File: src/rtl/stopwatch_bcd_pkg.sv
// Shared types and constants for the BCD stopwatch: FSM state encoding and digit width.
package stopwatch_bcd_pkg;

  localparam int DIGIT_W = 4;

  typedef enum logic [2:0] {
    ST_IDLE   = 3'd0,
    ST_RUN    = 3'd1,
    ST_PAUSED = 3'd2,
    ST_LAP    = 3'd3,
    ST_OVF    = 3'd4
  } state_t;

endpackage

File: src/rtl/stopwatch_bcd_bcd_digit.sv
// Single mod-10 BCD digit; carry_out is combinational so a cascade advances on one edge.
module bcd_digit
  import stopwatch_bcd_pkg::*;
(
  input  logic               clk,
  input  logic               rst_n,
  input  logic               clr,
  input  logic               inc_in,
  output logic               carry_out,
  output logic [DIGIT_W-1:0] q
);

  localparam logic [DIGIT_W-1:0] NINE = DIGIT_W'(9);

  assign carry_out = inc_in & (q == NINE);

  always_ff @(posedge clk or negedge rst_n) begin
    if (!rst_n) begin
      q <= '0;
    end else if (clr) begin
      q <= '0;
    end else if (inc_in) begin
      q <= (q == NINE) ? '0 : q + 1'b1;
    end
  end

endmodule

File: src/rtl/stopwatch_bcd.sv
// SS.hh stopwatch counting rising edges of the ms pulse, with start/stop/clear/lap control.
//   state  | meaning
//   IDLE   | zeroed, waiting for start
//   RUN    | counting, display follows live value
//   PAUSED | counter and prescaler held
//   LAP    | counting, display frozen
//   OVF    | saturated at SEC_MAX.99, only clear leaves
module stopwatch_bcd
  import stopwatch_bcd_pkg::*;
#(
  parameter int MS_PER_HUND = 10,
  parameter int SEC_MAX     = 59
) (
  input  logic               clk,
  input  logic               rst_n,
  input  logic               ms_pulse,
  input  logic               start,
  input  logic               stop,
  input  logic               clear,
  input  logic               lap,
  output logic               run,
  output logic [DIGIT_W-1:0] d3,
  output logic [DIGIT_W-1:0] d2,
  output logic [DIGIT_W-1:0] d1,
  output logic [DIGIT_W-1:0] d0,
  output logic               lap_frozen,
  output logic               overflow
);

  localparam logic [3:0]         PRE_LAST = 4'(MS_PER_HUND - 1);
  localparam logic [DIGIT_W-1:0] SEC_T    = DIGIT_W'(SEC_MAX / 10);
  localparam logic [DIGIT_W-1:0] SEC_O    = DIGIT_W'(SEC_MAX % 10);
  localparam logic [DIGIT_W-1:0] NINE     = DIGIT_W'(9);

  state_t             state;
  logic               ms_q;
  logic [3:0]         pre;
  logic [DIGIT_W-1:0] q0, q1, q2, q3;
  logic               c0, c1, c2, c3_unused;
  logic               counting, tick, tick_act, hund_inc, at_max, sat_hit, inc0;

  assign counting = (state == ST_RUN) || (state == ST_LAP);
  assign tick     = ms_pulse & ~ms_q;
  assign tick_act = tick & counting & ~clear;
  assign hund_inc = tick_act & (pre == PRE_LAST);
  assign at_max   = (q3 == SEC_T) && (q2 == SEC_O) && (q1 == NINE) && (q0 == NINE);
  assign sat_hit  = hund_inc & at_max;
  // Saturation blocks the increment so the cascade never wraps past SEC_MAX.99.
  assign inc0     = hund_inc & ~at_max;

  bcd_digit u_d0 (.clk(clk), .rst_n(rst_n), .clr(clear), .inc_in(inc0), .carry_out(c0), .q(q0));
  bcd_digit u_d1 (.clk(clk), .rst_n(rst_n), .clr(clear), .inc_in(c0),   .carry_out(c1), .q(q1));
  bcd_digit u_d2 (.clk(clk), .rst_n(rst_n), .clr(clear), .inc_in(c1),   .carry_out(c2), .q(q2));
  bcd_digit u_d3 (.clk(clk), .rst_n(rst_n), .clr(clear), .inc_in(c2),   .carry_out(c3_unused), .q(q3));

  always_ff @(posedge clk or negedge rst_n) begin
    if (!rst_n) begin
      ms_q <= 1'b0;
      pre  <= '0;
    end else begin
      ms_q <= ms_pulse;
      if (clear) begin
        pre <= '0;
      end else if (tick_act) begin
        pre <= (pre == PRE_LAST) ? 4'd0 : pre + 4'd1;
      end
    end
  end

  always_ff @(posedge clk or negedge rst_n) begin
    if (!rst_n) begin
      state      <= ST_IDLE;
      run        <= 1'b0;
      lap_frozen <= 1'b0;
      overflow   <= 1'b0;
    end else if (clear) begin
      state      <= ST_IDLE;
      run        <= 1'b0;
      lap_frozen <= 1'b0;
      overflow   <= 1'b0;
    end else if (sat_hit) begin
      state      <= ST_OVF;
      run        <= 1'b0;
      lap_frozen <= 1'b0;
      overflow   <= 1'b1;
    end else begin
      case (state)
        ST_IDLE: if (start) begin
          state <= ST_RUN;
          run   <= 1'b1;
        end
        ST_RUN: if (stop) begin
          state <= ST_PAUSED;
          run   <= 1'b0;
        end else if (!start && lap) begin
          state      <= ST_LAP;
          lap_frozen <= 1'b1;
        end
        ST_LAP: if (stop) begin
          state      <= ST_PAUSED;
          run        <= 1'b0;
          lap_frozen <= 1'b0;
        end else if (!start && lap) begin
          state      <= ST_RUN;
          lap_frozen <= 1'b0;
        end
        ST_PAUSED: if (!stop && start) begin
          state <= ST_RUN;
          run   <= 1'b1;
        end
        default: state <= state;
      endcase
    end
  end

  always_ff @(posedge clk or negedge rst_n) begin
    if (!rst_n) begin
      {d3, d2, d1, d0} <= '0;
    end else if (clear) begin
      {d3, d2, d1, d0} <= '0;
    end else if (state != ST_LAP) begin
      {d3, d2, d1, d0} <= {q3, q2, q1, q0};
    end
  end

endmodule
File: config.mk
export PLATFORM = sky130hd
export DESIGN_NAME = stopwatch_bcd
export DESIGN_NICKNAME = d
export VERILOG_FILES = /design/src/rtl/stopwatch_bcd_pkg.sv /design/src/rtl/stopwatch_bcd_bcd_digit.sv /design/src/rtl/stopwatch_bcd.sv
export SDC_FILE = /design/constraint.sdc
export NUM_CORES = 1
export LEC_CHECK = 0
export CORE_MARGIN = 4
export CORE_UTILIZATION = 45
export DETAILED_ROUTE_END_ITERATION = 10
export PLACE_DENSITY = 0.66
export SETUP_SLACK_MARGIN = 0.3
export SYNTH_ARGS = -nofsm -noshare
export SYNTH_HDL_FRONTEND = slang
export SYNTH_SLANG_ARGS = --single-unit
File: constraint.sdc
create_clock -name clk -period 1.9 [get_ports clk]
set_input_delay 0.19 -clock clk [delete_from_list [all_inputs] [get_ports clk]]
set_output_delay 0.19 -clock clk [all_outputs]
set_load 0.01 [all_outputs]
==> results of run 1 <==
cells in the final DEF, fill, tap and decap left out, types with 4 or more instances in the layout:
cell type / count
dfrtp_1: 42
o21ai_0: 12
nand4_1: 4
clkdlybuf4s50_1: 24
or3_1: 5
nand2_1: 42
and2_1: 4
nor3_1: 6
clkbuf_8: 6
ha_1: 7
a21oi_1: 27
nor2_1: 14
buf_4: 28
nand3_1: 8
mux2i_1: 5
inv_1: 7
and3b_2: 4
critical path, cell delays in order (launching register included):
cell,delay [ns]
dfrtp_1,0.39
inv_1,0.06
ha_2,0.16
and3b_1,0.18
and3_4,0.18
buf_6,0.12
nand3_4,0.09
or3_1,0.32
a21oi_1,0.12
layer usage:
metal  up-vias  share of wire  GRT usage
met5         -              0          0
met4         0          0.021    0.08763
met3         8          0.029    0.03499
met2        23           0.45     0.2529
met1       868           0.50     0.2357
li1        960              -          -
power by group through the flow:
stage / clock, mW / combinational [mW] / sequential [mW]
after floorplan: 0 / 0.0522 / 0.950
after global placement: 0 / 0.112 / 0.951
after detailed placement: 0 / 0.112 / 0.951
after CTS: 0.614 / 0.118 / 0.932
after global routing: 0.648 / 0.136 / 0.934
final: 0.598 / 0.121 / 0.932
sequential cells by signal, indices dropped and copies added (netlist names):
name        cells
d3              4
lap_frozen      1
state           3
u_d0.q          4
pre             4
d2              4
overflow        1
ms_q            1
u_d1.q          4
u_d3.q          4
run             1
d0              4
u_d2.q          4
d1              4
final timing paths:
check                              start         to  cells past startpoint
worst min-delay path            ms_pulse       ms_q                      1
max in group asynchronous          rst_n      d0[3]                      3
worst min register to register  overflow   overflow                      1
min in group asynchronous          rst_n  u_d3.q[2]                      2
worst max register to register    pre[1]  u_d2.q[3]                      8
worst max-delay path              pre[1]  u_d2.q[3]                      8
cell type report:
class / count / area, um^2
Inverter: 8 / 30.03
Timing Repair Buffer: 58 / 519.2
Clock buffer: 6 / 82.58
Multi-Input combinational cell: 184 / 1205
Sequential cell: 43 / 1077
Tap cell: 67 / 83.83
Fill cell: 441 / 1814
Clock inverter: 1 / 5.005
through the flow:
stage / TNS (ns) / setup slack [ns] / power [mW]
2_1_floorplan: 0 / 0.1887 / 1.003
3_3_place_gp: 0 / 0.07536 / 1.063
3_5_place_dp: -0.008807 / -0.008807 / 1.063
4_1_cts: 0 / 0.2146 / 1.664
5_1_grt: 0 / 0.08282 / 1.719
6_report: 0 / 0.2011 / 1.652
kinds of logic (layout without fill, tap and decap cells):
kind of cell,after synthesis,count (layout),share of synthesized area
compound gates,51,51,0.1319
xor+xnor,4,4,0.01526
fa+ha+maj,10,10,0.05450
buf+inv,19,73,0.04087
flops,43,43,0.4687
mux,6,6,0.02670
simple gates,113,113,0.2621
synthesized netlist by cell type, types with 5 or more instances:
library cell / n / area [um^2]
dfrtp_1: 43 / 1076
a21oi_1: 28 / 140.1
ha_1: 10 / 125.1
and3_1: 5 / 31.28
nor2_1: 15 / 56.30
clkbuf_1: 5 / 18.77
mux2i_1: 5 / 50.05
and3b_1: 5 / 43.79
o21ai_0: 12 / 60.06
nor3_1: 7 / 35.03
or3_1: 5 / 31.28
nand2_1: 44 / 165.2
inv_1: 8 / 30.03
nand3_1: 9 / 45.04
what timing repair did:
action                                 in CTS  in global routing
setup buffers                              12                  2
gates cloned                                0                  0
resized for setup                          13                  8
endpoints found under the hold margin      21                  0
setup endpoints to repair                  23                 38
pin swaps                                   6                  9
hold buffers                                1                  0
==> flow_metrics.py, run 1 <==
metrics = {
    "run_status": {
        "status": "finished, final reports clean",
    },
    "floorplan": {
        "initial_core_util": 0.4766,
        "die_w_um": 79.43,
        "num_rows": 25,
        "die_h_um": 79.43,
        "pin_count": 26,
        "dieArea_um2": 6309,
        "coreArea_um2": 4817,
    },
    "pwr": {
        "swShare": 0.2394,
        "p_per_area_nw_per_um2": 550.1,
        "ir_drop_uv": 327.9,
        "power_frac_clock": 0.362,
        "internal_power_mw": 1.256,
        "p_switching_uw": 395.5,
        "seq_power_share": 0.564,
        "pwr-share-comb": 0.073,
        "p_leak_nw": 1.311,
    },
    "timing": {
        "slew_headroom": 0.6419,
        "finClkSkew_ns": 0.005332,
        "setup_viol": 0,
        "fmax_ghz": 0.5886,
        "drv_slew": 0,
        "hold_viol_final": 0,
        "rsz0062_at_grt": "true",
        "fin_crit_sh": 0.8941,
        "fin_crit_ns": 1.699,
        "worst-slew-pin-transition_ns": 0.5372,
        "fin_hold_ws_ns": 0.3508,
    },
    "global_route": {
        "grt-ovfl-total": 0,
        "antenna_found_initial": 0,
        "gr-usage-all-layers": 0.1709,
        "grt_max_degree": 42,
        "grt_pass1_wl_um": 8424,
        "grt_pass1_vias": 1771,
    },
    "critical_path": {
        "crit_path_start_kind": "flop",
        "worstPathArrival_ns": 1.93,
        "r2r_slack_ns": 0.20,
        "path_class": "flop to flop",
        "crit_path_end_kind": "flop",
        "path_max_fanout": 6,
        "cp_data_required_time_ns": 2.13,
    },
    "place": {
        "gp_congestion": 0.8364,
        "dpl-instance-area_um2": 2718,
        "dp.cells": 345,
        "dp_hpwl_um": 3353,
        "port-buffer-count": 25,
    },
    "clock_network": {
        "cts_buffers": 5,
        "insertion_delay_ns": 0.31,
        "clk_pin_slew_worst_paths_ns": 0.08,
        "htreeDepth": 2,
        "clockRootBuffer": "clkbuf_8",
        "cts.sinks": 43,
        "cts_tree": "yes",
        "cts_buffer_depth": 2,
    },
    "synth": {
        "syn_nets": 263,
        "yosysSeqAreaShare": 0.4687,
        "synthFlopType": "dfrtp_1",
        "avgSynthCellArea_um2": 9.333,
        "yosys_warnings": 0,
        "synthCells": 246,
        "ys_seq_elements": 43,
        "async_reset_ff_frac": 1.000,
        "synthDistinctLibCells": 44,
        "syn_area_um2": 2296,
        "synth_edf_count": 0,
    },
    "layout": {
        "layout-drive-gt1-share": 0.2300,
        "nets": 317,
        "area_growth_syn_to_layout_pct": 30.79,
        "final_util": 0.6234,
        "fin_cells": 367,
        "diodes": 0,
        "final_area_um2": 3003,
    },
    "route": {
        "vias_per_cell": 5.065,
        "drt_iter0_drc": 101,
        "vias": 1859,
        "wl_per_cell_um": 13.50,
        "drtPass1Iterations": 4,
        "drc_errors": 0,
        "detail-route-antenna-nets": 0,
        "wl_um": 4954,
    },
    "job": {
        "cap_violations": 0,
    },
    "hold_path": {
        "hp-class": "input pin to flop",
    },
}
(Power assumes the default switching activity.)
==> inputs of run 2 (changes only) <==
HOLD_SLACK_MARGIN = 0.03   (was not set)
MAX_ROUTING_LAYER = met4   (was not set)
clock period = 1.6 ns   (was 1.9 ns; I/O delays follow)
==> run 2 against run 1 <==
  * Sequential power rose by 19%
  * Via count rose by 12%
  * Global-route usage grew 3.0 points
  * Core utilization grew 9.1 points
  * Register-to-register slack worse by 0.41 ns
  * The flow now finishes with violations (negative setup slack)
  * Final area up 15%
  * Power grew 28%
  * Critical path depth fell by 1
  * First-iteration DRC count is 11% higher
  * Clock power up 38%
==> flow_metrics.py, run 2 (synthesis results as in run 1) <==
metrics = {
    "pwr": {
        "p_leak_nw": 1.653,
        "p_total_mw": 2.118,
        "power_frac_clock": 0.390,
        "internal_power_mw": 1.632,
        "p_per_area_nw_per_um2": 615.5,
        "ir_drop_uv": 430.6,
        "p_switching_uw": 486.5,
        "pwr-share-comb": 0.087,
        "swShare": 0.2297,
        "seq_power_share": 0.522,
    },
    "critical_path": {
        "path_max_fanout": 4,
        "worstPathArrival_ns": 1.98,
        "worstSetupStartpoint": "u_d0.q[1]",
        "crit_path_end_kind": "flop",
        "cp_data_required_time_ns": 1.78,
        "regToRegStartpoint": "u_d0.q[1]",
        "path_class": "flop to flop",
        "crit_path_start_kind": "flop",
    },
    "route": {
        "detail-route-antenna-nets": 0,
        "wl_per_cell_um": 15.04,
        "drc_errors": 0,
        "drtPass1Iterations": 4,
        "drt_iter0_drc": 112,
        "wl_um": 6015,
        "vias": 2081,
        "vias_per_cell": 5.203,
    },
    "place": {
        "dp_hpwl_um": 4048,
        "gp_congestion": 0.8456,
        "dp_slack_ns": -0.3479,
        "port-buffer-count": 25,
    },
    "floorplan": {
        "coreArea_um2": 4817,
        "die_h_um": 79.43,
        "pin_count": 26,
        "dieArea_um2": 6309,
        "num_rows": 25,
        "die_w_um": 79.43,
        "initial_core_util": 0.4766,
    },
    "timing": {
        "slew_headroom": 0.7184,
        "drv_slew": 0,
        "finClkSkew_ns": 0.009866,
        "fin_crit_ns": 1.805,
        "fin_crit_sh": 1.128,
        "fmax_ghz": 0.5541,
        "worst-slew-pin-transition_ns": 0.4223,
        "rsz0062_at_grt": "true",
        "hold_viol_final": 0,
        "setup_slack_ns": -0.2046,
        "setup_viol": 20,
    },
    "layout": {
        "nets": 350,
        "nFillCells": 416,
        "area_growth_syn_to_layout_pct": 49.92,
        "seq_area_um2": 1077,
        "layout-drive-gt1-share": 0.3634,
        "multi_input_area_um2": 1358,
        "layout_common_cells": "buf_4, dfrtp_1, nand2_1",
        "diodes": 0,
        "final_common_cell": "buf_4",
    },
    "job": {
        "cap_violations": 0,
    },
    "clock_network": {
        "insertion_delay_ns": 0.30,
        "cts_buffer_depth": 2,
        "cts_tree": "yes",
        "clk_pin_slew_worst_paths_ns": 0.08,
        "cts.sinks": 43,
        "cts_buffers": 5,
        "clockRootBuffer": "clkbuf_8",
        "htreeDepth": 2,
    },
    "hold_path": {
        "hp-class": "input pin to async pin",
    },
    "global_route": {
        "antenna_found_initial": 0,
        "grt-ovfl-total": 0,
        "grt_pass1_vias": 2096,
        "grt_pass1_wl_um": 9749,
        "grt_max_degree": 22,
        "gr-usage-all-layers": 0.2005,
    },
    "run_status": {
        "violations": "negative setup slack",
        "status": "finished, violations left",
    },
}
run 2: cell type report:
| class | instances | share of cell area |
|---|---|---|
| timing repair buffer | 91 | 0.2297 |
| clock buffer | 6 | 0.02108 |
| multi-input combinational | 184 | 0.3944 |
| sequential | 43 | 0.3130 |
| clock inverter | 1 | 0.008724 |
| inverter | 8 | 0.008724 |
| tap | 67 | 0.02435 |
run 2: through the flow:
step	utilization	std cells	hold slack (ns)	setup TNS, ns	cell area, um^2
after detailed placement	0.6252	378	0.1112	-4.250	3012
final	0.7145	400	0.3224	-1.941	3442
after global routing	0.7145	400	0.3256	-3.598	3442
after CTS	0.6818	394	0.3200	-1.083	3284
after floorplan	-	246	-0.1356	-0.6254	2338
after global placement	0.6252	378	0.1053	-2.824	3012
run 2: layer usage:
metal  vias to the layer above  GRT usage  wire (um)
met5                         -          -          0
met4                         0    0.04983         83
met3                        10    0.03499        175
met2                        39     0.3406       3023
met1                      1009     0.2486       2732
li1                       1023          -          -
run 2: worst max-delay path: stages, from the launching register on:
cell and delay, ns:
dfrtp_1 0.38, inv_1 0.07, ha_2 0.17, and3b_2 0.26, nand4_4 0.14, o211ai_1 0.22
o31ai_1 0.13, mux2_4 0.31
run 2: timing repair:
action	4_1_cts	5_1_grt
endpoints found under the hold margin	15	0
setup buffers	8	6
resized for setup	54	22
pin swaps	20	10
hold buffers	1	0
gates cloned	0	0
setup endpoints to repair	59	42
run 2: final timing paths:
path / to / cells past startpoint / slack, ns
min in group clk: ms_q / 1 / 0.33
max in group asynchronous: state[0] / 3 / 0.72
worst max-delay path: state[1] / 7 / -0.20
worst min-delay path: state[2] / 2 / 0.32
worst min register to register: d0[0] / 2 / 0.51
worst max register to register: state[1] / 7 / -0.20
run 2: power groups by stage:
stage	sequential, mW	clock [mW]	combinational, mW
3_5_place_dp	1.13	0	0.159
5_1_grt	1.11	0.891	0.203
2_1_floorplan	1.13	0	0.0643
3_3_place_gp	1.13	0	0.157
4_1_cts	1.10	0.842	0.172
6_report	1.11	0.827	0.185
==> inputs of run 3 (changes only) <==
HOLD_SLACK_MARGIN = 0.02   (was 0.03)
==> results of run 3 <==
Final layout, timing and power as in run 2 (identical DEF).
